==> config.mk <==
export PLATFORM = sky130hd
export DESIGN_NAME = instr_fetch
export DESIGN_NICKNAME = d
export VERILOG_FILES = /design/src/rtl/instr_fetch.sv
export SDC_FILE = /design/constraint.sdc
export NUM_CORES = 1
export LEC_CHECK = 0
export CORE_MARGIN = 2
export CORE_UTILIZATION = 35
export CTS_BUF_LIST = sky130_fd_sc_hd__clkbuf_4 sky130_fd_sc_hd__clkbuf_8 sky130_fd_sc_hd__clkbuf_16
export DETAILED_ROUTE_END_ITERATION = 16
export DONT_BUFFER_PORTS = 1
export PLACE_DENSITY_LB_ADDON = 0.25
export SYNTH_ARGS = -nofsm -noshare
export SYNTH_HDL_FRONTEND = slang
export SYNTH_SLANG_ARGS = --single-unit
==> constraint.sdc <==
create_clock -name CLK -period 9.9 [get_ports CLK]
set_input_delay 0.99 -clock CLK [delete_from_list [all_inputs] [get_ports CLK]]
set_output_delay 0.99 -clock CLK [all_outputs]
set_load 0.005 [all_outputs]
==> src/rtl/instr_fetch.sv <==
// Fetch stage: single-outstanding req/ack instruction read feeding a small {pc, instr} FIFO.
// Halts with a fault code on a misaligned PC or a memory timeout; flush discards buffered and in-flight work.
module instr_fetch #(
  parameter int BUF_DEPTH = 2,
  parameter int TIMEOUT   = 16
) (
  input  logic        CLK,
  input  logic        RESET,
  input  logic [31:0] pc,
  output logic        pc_advance,
  input  logic        flush,
  output logic        mem_req,
  output logic [31:0] mem_addr,
  input  logic        mem_ack,
  input  logic [31:0] mem_rdata,
  output logic        instr_valid,
  output logic [31:0] instr,
  output logic [31:0] instr_pc,
  input  logic        id_ready,
  output logic        fault,
  output logic [1:0]  fault_code
);
  localparam int PW = $clog2(BUF_DEPTH);
  localparam int CW = $clog2(BUF_DEPTH) + 1;
  localparam int TW = $clog2(TIMEOUT + 1);

  typedef enum logic [1:0] {IDLE, WAIT, FAULT} state_t;
  typedef struct packed {
    logic [31:0] pc;
    logic [31:0] data;
  } entry_t;

  state_t                 state;
  entry_t [BUF_DEPTH-1:0] fifo;
  entry_t                 head;
  logic [PW-1:0]          rd_ptr, wr_ptr;
  logic [CW-1:0]          count;
  logic [TW-1:0]          tcnt;
  logic                   drop;
  logic                   push, pop, issue;

  assign instr_valid = (count != '0);
  assign head        = fifo[rd_ptr];
  assign instr       = instr_valid ? head.data : '0;
  assign instr_pc    = instr_valid ? head.pc   : '0;

  // Flush beats any same-cycle pop, push or issue.
  assign pop   = instr_valid && id_ready && !flush;
  assign push  = (state == WAIT) && mem_ack && !drop && !flush;
  // pc_advance high means the PC has not stepped yet, so pc is stale this edge.
  assign issue = (state == IDLE) && !flush && (pc[1:0] == 2'b00) &&
                 (count < CW'(BUF_DEPTH)) && !pc_advance;

  always_ff @(posedge CLK) begin
    if (push) fifo[wr_ptr] <= {mem_addr, mem_rdata};
  end

  always_ff @(posedge CLK) begin
    if (!RESET || flush) begin
      rd_ptr <= '0;
      wr_ptr <= '0;
      count  <= '0;
    end else begin
      if (push) wr_ptr <= wr_ptr + 1'b1;
      if (pop)  rd_ptr <= rd_ptr + 1'b1;
      count <= count + CW'(push) - CW'(pop);
    end
  end

  always_ff @(posedge CLK) begin
    if (!RESET) begin
      state      <= IDLE;
      mem_req    <= 1'b0;
      mem_addr   <= '0;
      pc_advance <= 1'b0;
      drop       <= 1'b0;
      tcnt       <= '0;
      fault      <= 1'b0;
      fault_code <= 2'b00;
    end else begin
      pc_advance <= 1'b0;
      case (state)
        IDLE: begin
          if (!flush && pc[1:0] != 2'b00) begin
            state      <= FAULT;
            fault      <= 1'b1;
            fault_code <= 2'b01;
          end else if (issue) begin
            mem_req  <= 1'b1;
            mem_addr <= pc;
            tcnt     <= '0;
            state    <= WAIT;
          end
        end
        WAIT: begin
          if (flush) drop <= 1'b1;
          if (mem_ack) begin
            mem_req <= 1'b0;
            state   <= IDLE;
            // A flushed request completes silently and retires the drop flag.
            if (drop || flush) drop <= 1'b0;
            else               pc_advance <= 1'b1;
          end else if (tcnt == TW'(TIMEOUT - 1)) begin
            mem_req    <= 1'b0;
            drop       <= 1'b0;
            state      <= FAULT;
            fault      <= 1'b1;
            fault_code <= 2'b10;
          end else begin
            tcnt <= tcnt + 1'b1;
          end
        end
        FAULT: begin
          if (flush) begin
            state      <= IDLE;
            fault      <= 1'b0;
            fault_code <= 2'b00;
          end
        end
        default: state <= IDLE;
      endcase
    end
  end
endmodule

Yosys cells after proc, flatten, opt, wreduce, memory -nomap -nowiden
Cells that the tools add are included.
{"block": "op_classes", "addsub": 5, "multipliers": 0, "div": 0, "magnitude_cmp": 4, "n_eq_ne": 12, "shifts": 0, "n_mux": 36, "n_bitwise": 1, "reduce_logical": 29}
{"operator": "$mux 64", "n": 3}
{"operator": "$bwmux 128", "n": 1}
{"operator": "$demux 64 s1", "n": 1}
{"operator": "$mux 32", "n": 2}
{"operator": "$mux 5", "n": 4}
{"operator": "$mux 2", "n": 7}
{"operator": "$mux 1", "n": 13}
{"operator": "$pmux 2 s3", "n": 2}
{"operator": "$logic_and 1x1->1", "n": 11}
{"operator": "$ne 2x2->1 const B", "n": 5}
{"operator": "$pmux 5 s2", "n": 1}
{"operator": "$reduce_and 5->1", "n": 2}
{"operator": "$reduce_and 3->1", "n": 3}
{"operator": "$ne 3x2->1 const B", "n": 2}
{"operator": "$reduce_bool 2->1", "n": 3}
{"operator": "$add 5x1->5 const B", "n": 1}
{"operator": "$eq 5x4->1 const B", "n": 1}
{"operator": "$logic_not 1->1", "n": 4}
{"operator": "$logic_not 2->1", "n": 2}
{"operator": "$lt 1x2->1 const B", "n": 2}
{"operator": "$ne 2x1->1 const B", "n": 2}
{"operator": "$reduce_and 4->1", "n": 1}
{"operator": "$pmux 1 s3", "n": 1}
{"operator": "$reduce_bool 3->1", "n": 1}
{"operator": "10 further kinds", "n": 12}
{"block": "totals", "regBits": 177, "latch_bits": 0, "ramBits": 0, "mem_bits_ro": 0, "input_bits": 69, "output_inout_bits": 102, "wordCells": 102, "memories": 0}

Logic depth before layout (Yosys ltp)
Gate-level depths: netlist of the first run.
{"block": "logic_depth", "ltp_word": 8, "mapped_depth": 11, "mapped_depth_nobuf": 11}

Worst setup path after synthesis of the first run
Ideal clock, no wire load.
{"block": "synth_timing", "path_type": "input-to-reg", "from": "input port flush", "to": "register fifo[0] (netlist bit), enable pin", "setup_time_ns": 0.486, "arrival_time_ns": 4.411, "required_ns": 9.414, "slack_ns": 5.003, "stages": 4, "path_buffers": 1, "path_cell_list": "clkbuf_1 nor4b_1 inv_1 nor2_1"}
{"block": "synth_between", "elab_chain_cells": 2}
{"item": "start, declared", "line_no": "11", "rtl": "input logic flush,"}
{"item": "$logic_not 1->1", "line_no": "49", "rtl": "assign push = (state == WAIT) && mem_ack && !drop && !flush;"}
{"item": "$logic_and 1x1->1", "line_no": "49"}
{"item": "end signal, assigned by index", "line_no": "55", "rtl": "if (push) fifo[wr_ptr] <= {mem_addr, mem_rdata};"}
{"item": "end, declared", "line_no": "34", "rtl": "entry_t [BUF_DEPTH-1:0] fifo;"}
No other way between the ends.
A chain may end at the register's enable or synchronous reset.

Worst setup path after layout of the first run
{"block": "layout_timing", "from": "register state[1]", "to": "register fifo[40] (netlist bit), enable pin"}
{"block": "layout_between", "elab_chain_cells": 4}
{"item": "start, declared", "line_no": "33", "rtl": "state_t state;"}
{"item": "start signal, assigned", "line_no": "72", "rtl": "state <= IDLE;"}
{"item": "start signal, assigned", "line_no": "85", "rtl": "state <= FAULT;"}
{"item": "start signal, assigned", "line_no": "92", "rtl": "state <= WAIT;"}
{"item": "$eq 2x1->1", "line_no": "49"}
{"item": "$logic_and 1x1->1 (3 in series)", "line_no": "49"}
No other way between the ends.

==> results.toml, run 1 <==
[outcome]
run_status = "complete, no violations"

[synth]
syn_avg_cell_area_um2 = 13.2
yosys_warnings = 0
synth_cell_type_count = 36
syn_inst = 515
synth.ff_latch_count = 177
seq_area_frac_synth_pct = 71.1
syn_nets = 592
syn_area_um2 = 6780

[sta]
maxSlewViolCount = 0
setup_viol = 0
relSlewSlack_pct = 37.5
fin_skew_ns = 0.0102
finalSetupTns_ns = 0
final_hold_viol_count = 0
finalCritPeriodShare_pct = 34.1
tightest_slew_ns = 0.936
finalCriticalPeriod_ns = 3.38
clock.fmax_mhz = 296
rsz0062_at_grt = "false"

[critical_path]
critPathArrivalTime_ns = 3.43
r2r_end = "fifo[40]"
crit_fanout = 34
worstPathRequired_ns = 9.95
r2r_slack_ns = 6.52
worst_setup_path_start_kind = "flop"
critPathKind = "reg -> reg"
end_kind = "flop"
r2r_cells = 7
rr_startpoint = "state[1]"

[power]
combPwrFrac_pct = 2.6
clock_power_share_pct = 43.1
p_sw_share_pct = 20.0
powerDensity_nw_per_um2 = 196
p_leak_uw = 0.00236
intPower_uw = 1200
pwr-share-seq_pct = 54.3
peakVddDrop_v = 0.000110
p_switching_uw = 299

[global_routing]
grt_overflow = 0
first_global_vias = 3877
grt_first_pass_wirelength_um = 21400
grt_antenna_before_repair = 1
grt_max_degree = 65
grt_usage_pct = 13.8

[clocking]
post_cts_buffers = 0
ctsHoldBuffers = 0
cts-buffers-inserted = 17
cts_root_buf = "clkbuf_16"
cts.sinks = 177
cts_tree = "yes"
clk_latency_ns = 0.41
clock_path_buffers = 2
post_cts_resized = 0
clk_pin_slew_ns = 0.07
htreeDepth = 4

[floorplan]
rows = 50
pin_count = 171
dieArea_um2 = 20500
core-area_um2 = 18800
die_h_um = 143
initial_core_util_pct = 36.0
die_w_um = 143

[final_layout]
fin_area_um2 = 7640
n_fill_cell = 1767
multi_input_area_um2 = 1830
synthToLayoutAreaGrowth_pct = 12.6
mostFrequentLayoutCell = "edfxtp_1"
layout.area.seq_um2 = 4830
final_cell_mix = "edfxtp_1 (128), nor2_1 (75), nand2_1 (65), mux2i_1 (65), dfxtp_1 (48)"
fin_nets = 588
final_layout_size_suffix_gt1_share_pct = 8.97

[worst_hold_path]
whs_endpoint = "tcnt[4]"
hold_depth = 2
worstHoldPathType = "reg -> reg"
hold_path_startpoint = "tcnt[4]"

[route]
drt-total-wl_um = 14200
ant_nets = 0
dr_total_vias = 3814
wire_per_inst_um = 18.1
drc = 0
avgViaCountPerCell = 4.86
dr.first_iter.drc_count = 231
drt_first_pass_iters = 4

[place]
numPortBuffers = 0
gp_congestion = 0.764
hpwl_um = 9050
placed_area_um2 = 7050

[flow_run]
drv_cap = 0
==> layer usage <==
| layer | global-route usage (%) | vias up | wire (um) |
|---|---|---|---|
| li1 | - | 1814 | - |
| met1 | 16.8 | 1830 | 5870 |
| met4 | 4.13 | 0 | 187 |
| met5 | 0 | - | 0 |
| met2 | 21.8 | 153 | 6600 |
| met3 | 6.77 | 17 | 1530 |
==> power groups by stage <==
| stage | clock network, uW | registers, uW | logic [uW] |
|---|---|---|---|
| 5_1_grt | 696 | 813 | 44.2 |
| 2_1_floorplan | 0 | 824 | 32.2 |
| 4_1_cts | 662 | 811 | 39.4 |
| 6_report | 644 | 812 | 39.1 |
| 3_5_place_dp | 0 | 828 | 39.3 |
| 3_3_place_gp | 0 | 827 | 38.2 |
==> cells in the mapped netlist, drive strengths merged <==
master / number / area [um^2]
nand3: 1 / 5.00
o211ai: 2 / 15.0
or4: 2 / 18.8
buf: 18 / 81.3
nor3b: 1 / 7.51
nor2b: 2 / 12.5
clkbuf: 9 / 33.8
nand2: 65 / 244
or3b: 1 / 8.76
or3: 3 / 18.8
xnor2: 2 / 17.5
edfxtp: 128 / 3840
o221a: 1 / 11.3
and2: 2 / 12.5
mux2i: 65 / 651
o22ai: 1 / 6.26
and3: 3 / 18.8
nor4b: 1 / 8.76
clkinv: 1 / 3.75
o2111ai: 1 / 8.76
inv: 8 / 30.0
a21oi: 39 / 195
o21a: 3 / 22.5
o31ai: 1 / 7.51
xor2: 2 / 17.5
ha: 8 / 100
nand2b: 3 / 18.8
nor2: 78 / 293
a21bo: 1 / 10.0
or2: 2 / 12.5
dfxtp: 49 / 981
a211oi: 3 / 22.5
o21ai: 9 / 45.0
==> state kept, by name, indices dropped and copies added, names as in the netlist <==
register / count
tcnt: 5
mem_addr: 32
wr_ptr: 1
rd_ptr: 1
fault: 1
fifo: 128
drop: 1
mem_req: 1
count: 2
state: 2
fault_code: 2
pc_advance: 1
==> worst max-delay path, stage by stage, from the launching register on <==
cell	delay, ns
dfxtp_1	0.34
inv_1	0.09
ha_1	0.29
inv_1	0.13
nor4b_1	0.60
inv_1	0.22
nor2_4	0.75
buf_4	0.56
==> how the worst max path moves through the flow <==
stage,slack [ns],cells past startpoint,startpoint,to
after floorplan,5.00,4,flush,fifo[0]
after global placement,6.40,4,flush,fifo[32]
after detailed placement,6.40,4,flush,fifo[36]
after CTS,6.52,7,state[1],fifo[40]
after global routing,6.18,7,state[1],fifo[33]
final,6.52,7,state[1],fifo[40]
==> final cells by class <==
class                   instances  area share (%)
repair buffers                  4           0.393
well taps                     260            4.26
diodes                          1          0.0328
multi-input cells             302            24.0
inverters                       9           0.442
clock buffers                  26            7.08
flip-flops and latches        177            63.2
clock inverters                 6           0.590
==> stage by stage <==
stage,power [uW],hold slack (ns),std cells,utilization (%),worst slack (ns)
2_1_floorplan,857,0.453,515,-,5.00
3_3_place_gp,865,0.461,752,37.4,6.40
3_5_place_dp,867,0.499,752,37.4,6.40
4_1_cts,1510,0.509,784,40.6,6.52
5_1_grt,1550,0.524,784,40.6,6.18
6_report,1490,0.507,785,40.6,6.52
==> cells by family (layout without fill, tap and decap cells) <==
group / count (synthesis) / in the layout / share of synthesized area [%]
AO/OA/AOI/OAI: 61 / 61 / 5.07
XOR/XNOR: 4 / 4 / 0.517
adder cells (fa/ha/maj): 8 / 8 / 1.48
buffers and inverters: 36 / 45 / 2.19
flip-flops: 177 / 177 / 71.1
multiplexers: 65 / 65 / 9.59
other: 0 / 1 / 0
AND/OR/NAND/NOR: 164 / 164 / 10.0
(Power assumes the default switching activity.)
==> inputs of run 2 (changes only) <==
==> constraint.sdc (replaced) <==
create_clock -name CLK -period 3.19 [get_ports CLK]
set_input_delay 0.319 -clock CLK [delete_from_list [all_inputs] [get_ports CLK]]
set_output_delay 0.319 -clock CLK [all_outputs]
set_load 0.005 [all_outputs]
==> run 2 against run 1 <==
Net effect: die area is the same; core utilization grew 2.3 points; clock skew grew 0.0037 ns; register-to-register slack lost 6.0 ns; clock-buffer cell count shrank 8; largest power group unchanged.
==> results.toml, run 2 (synthesis results as in run 1) <==
[route]
avgViaCountPerCell = 4.83
drc = 0
dr_total_vias = 3967
wire_per_inst_um = 17.3
drt-total-wl_um = 14200
drt_first_pass_iters = 4
ant_nets = 0
dr.first_iter.drc_count = 219

[sta]
finalCriticalPeriod_ns = 2.70
finalCritPeriodShare_pct = 84.8
clock.fmax_mhz = 370
maxSlewViolCount = 0
finalSetupTns_ns = 0
rsz0062_at_grt = "false"
fin_skew_ns = 0.0139
setup_viol = 0
final_hold_viol_count = 0
tightest_slew_ns = 0.774
relSlewSlack_pct = 48.4

[clocking]
cts_root_buf = "clkbuf_16"
cts_tree = "yes"
post_cts_resized = 0
clock_path_buffers = 2
cts.sinks = 177
clk_latency_ns = 0.42
htreeDepth = 4
clk_pin_slew_ns = 0.07
cts-buffers-inserted = 17

[final_layout]
largest_reg_flops = 128
reg.largest.list = "fifo x128, mem_addr x32, tcnt x5"
mostFrequentLayoutCell = "edfxtp_1"
synthToLayoutAreaGrowth_pct = 19.1
regMostFlops = "fifo"
antennaDiodeCount = 0
fin_util_pct = 42.9
final_cell_mix = "edfxtp_1 (128), nor2_1 (75), nand2_1 (65), mux2i_1 (65), dfxtp_1 (48)"
fin_nets = 626
final_layout_size_suffix_gt1_share_pct = 9.25

[critical_path]
cp_common_cell = "inv_1"
worst_setup_path_start_kind = "flop"
cp_top_family = "adder cells"
critPathArrivalTime_ns = 3.02
cp_slowest_cell = "nor4b_1"
worstPathRequired_ns = 3.51
critPathKind = "reg -> reg"
path_cells = "inv_1 -> ha_1 -> inv_1 -> nor4b_1 -> inv_1 -> ha_1 -> inv_1 -> ha_1 -> xor2_1 -> xnor2_1 -> nor2_1"
end_kind = "flop"
crit_fanout = 7
crit_buf_inv = 4
slowest_delay_ns = 0.61

[global_routing]
grt_antenna_before_repair = 1
grt_overflow = 0
grt_usage_pct = 13.8
grt_max_degree = 65
first_global_vias = 3921
grt_first_pass_wirelength_um = 21200

[floorplan]
die_h_um = 143
dieArea_um2 = 20500
core-area_um2 = 18800
rows = 50
initial_core_util_pct = 36.0
pin_count = 171
die_w_um = 143

[power]
peakVddDrop_v = 0.000347
powerDensity_nw_per_um2 = 597
p_leak_uw = 0.00255

[flow_run]
drv_cap = 0

[place]
hpwl_um = 9400
numPortBuffers = 0
gp_congestion = 0.755

[worst_hold_path]
worstHoldPathType = "in -> reg"

[outcome]
run_status = "complete, no violations"
-- run 2: changes by cell type in the layout (fill, tap and decap cells not counted), moves of 2 or more --
cell / change
clkbuf_4: -5
inv_6: +3
clkinv_2: +2
buf_12: +4
dlygate4sd3_1: +33
bufinv_16: +3
clkbuf_16: -2
-- run 2: path summary, 6_finish.rpt --
path / startpoint / cells past startpoint / endpoint / slack, ns
worst min register to register: tcnt[3] / 2 / tcnt[3] / 0.49
worst max-delay path: state[1] / 11 / count[1] / 0.49
worst max register to register: state[1] / 11 / count[1] / 0.49
worst min-delay path: pc[11] / 2 / mem_addr[11] / 0.03
-- run 2: final cells by class --
class,count,area (um^2)
Timing Repair Buffer,42,448
Tap cell,260,325
Sequential cell,177,4830
Clock buffer,18,439
Fill cell,1754,10700
Inverter,9,33.8
Multi-Input combinational cell,302,1830
Clock inverter,14,178
-- run 2: power by group --
group / switching, uW / total, uW / internal, uW
Clock: 878 / 2150 / 1270
Sequential: 30.0 / 2520 / 2490
Combinational: 90.2 / 161 / 70.9
Total: 999 / 4820 / 3830
-- run 2: metrics by stage --
step / hold slack, ns / setup slack (ns) / total power, uW / area [um^2] / cells
finish: 0.0252 / 0.486 / 4820 / 8080 / 822
detailed placement: 0.418 / 0.495 / 2690 / 7130 / 757
global route: 0.00745 / 0.295 / 5010 / 8080 / 822
global placement: 0.418 / 0.693 / 2690 / 7130 / 757
floorplan: 0.418 / 0.0203 / 2660 / 6790 / 515
CTS: 0.00528 / 0.478 / 4880 / 8070 / 821
-- run 2: metal layers --
| layer | vias up | wire length, um | global-route usage, % |
|---|---|---|---|
| met5 | - | 13 | 0 |
| met4 | 2 | 177 | 4.64 |
| met3 | 18 | 1240 | 5.80 |
| met2 | 141 | 6610 | 21.6 |
| met1 | 1909 | 6150 | 17.3 |
| li1 | 1897 | - | - |
-- run 2: repair_timing --
| item | CTS | global route |
|---|---|---|
| setup buffers | 0 | 0 |
| hold buffers | 32 | 1 |
| endpoints found under the hold margin | 64 | 1 |
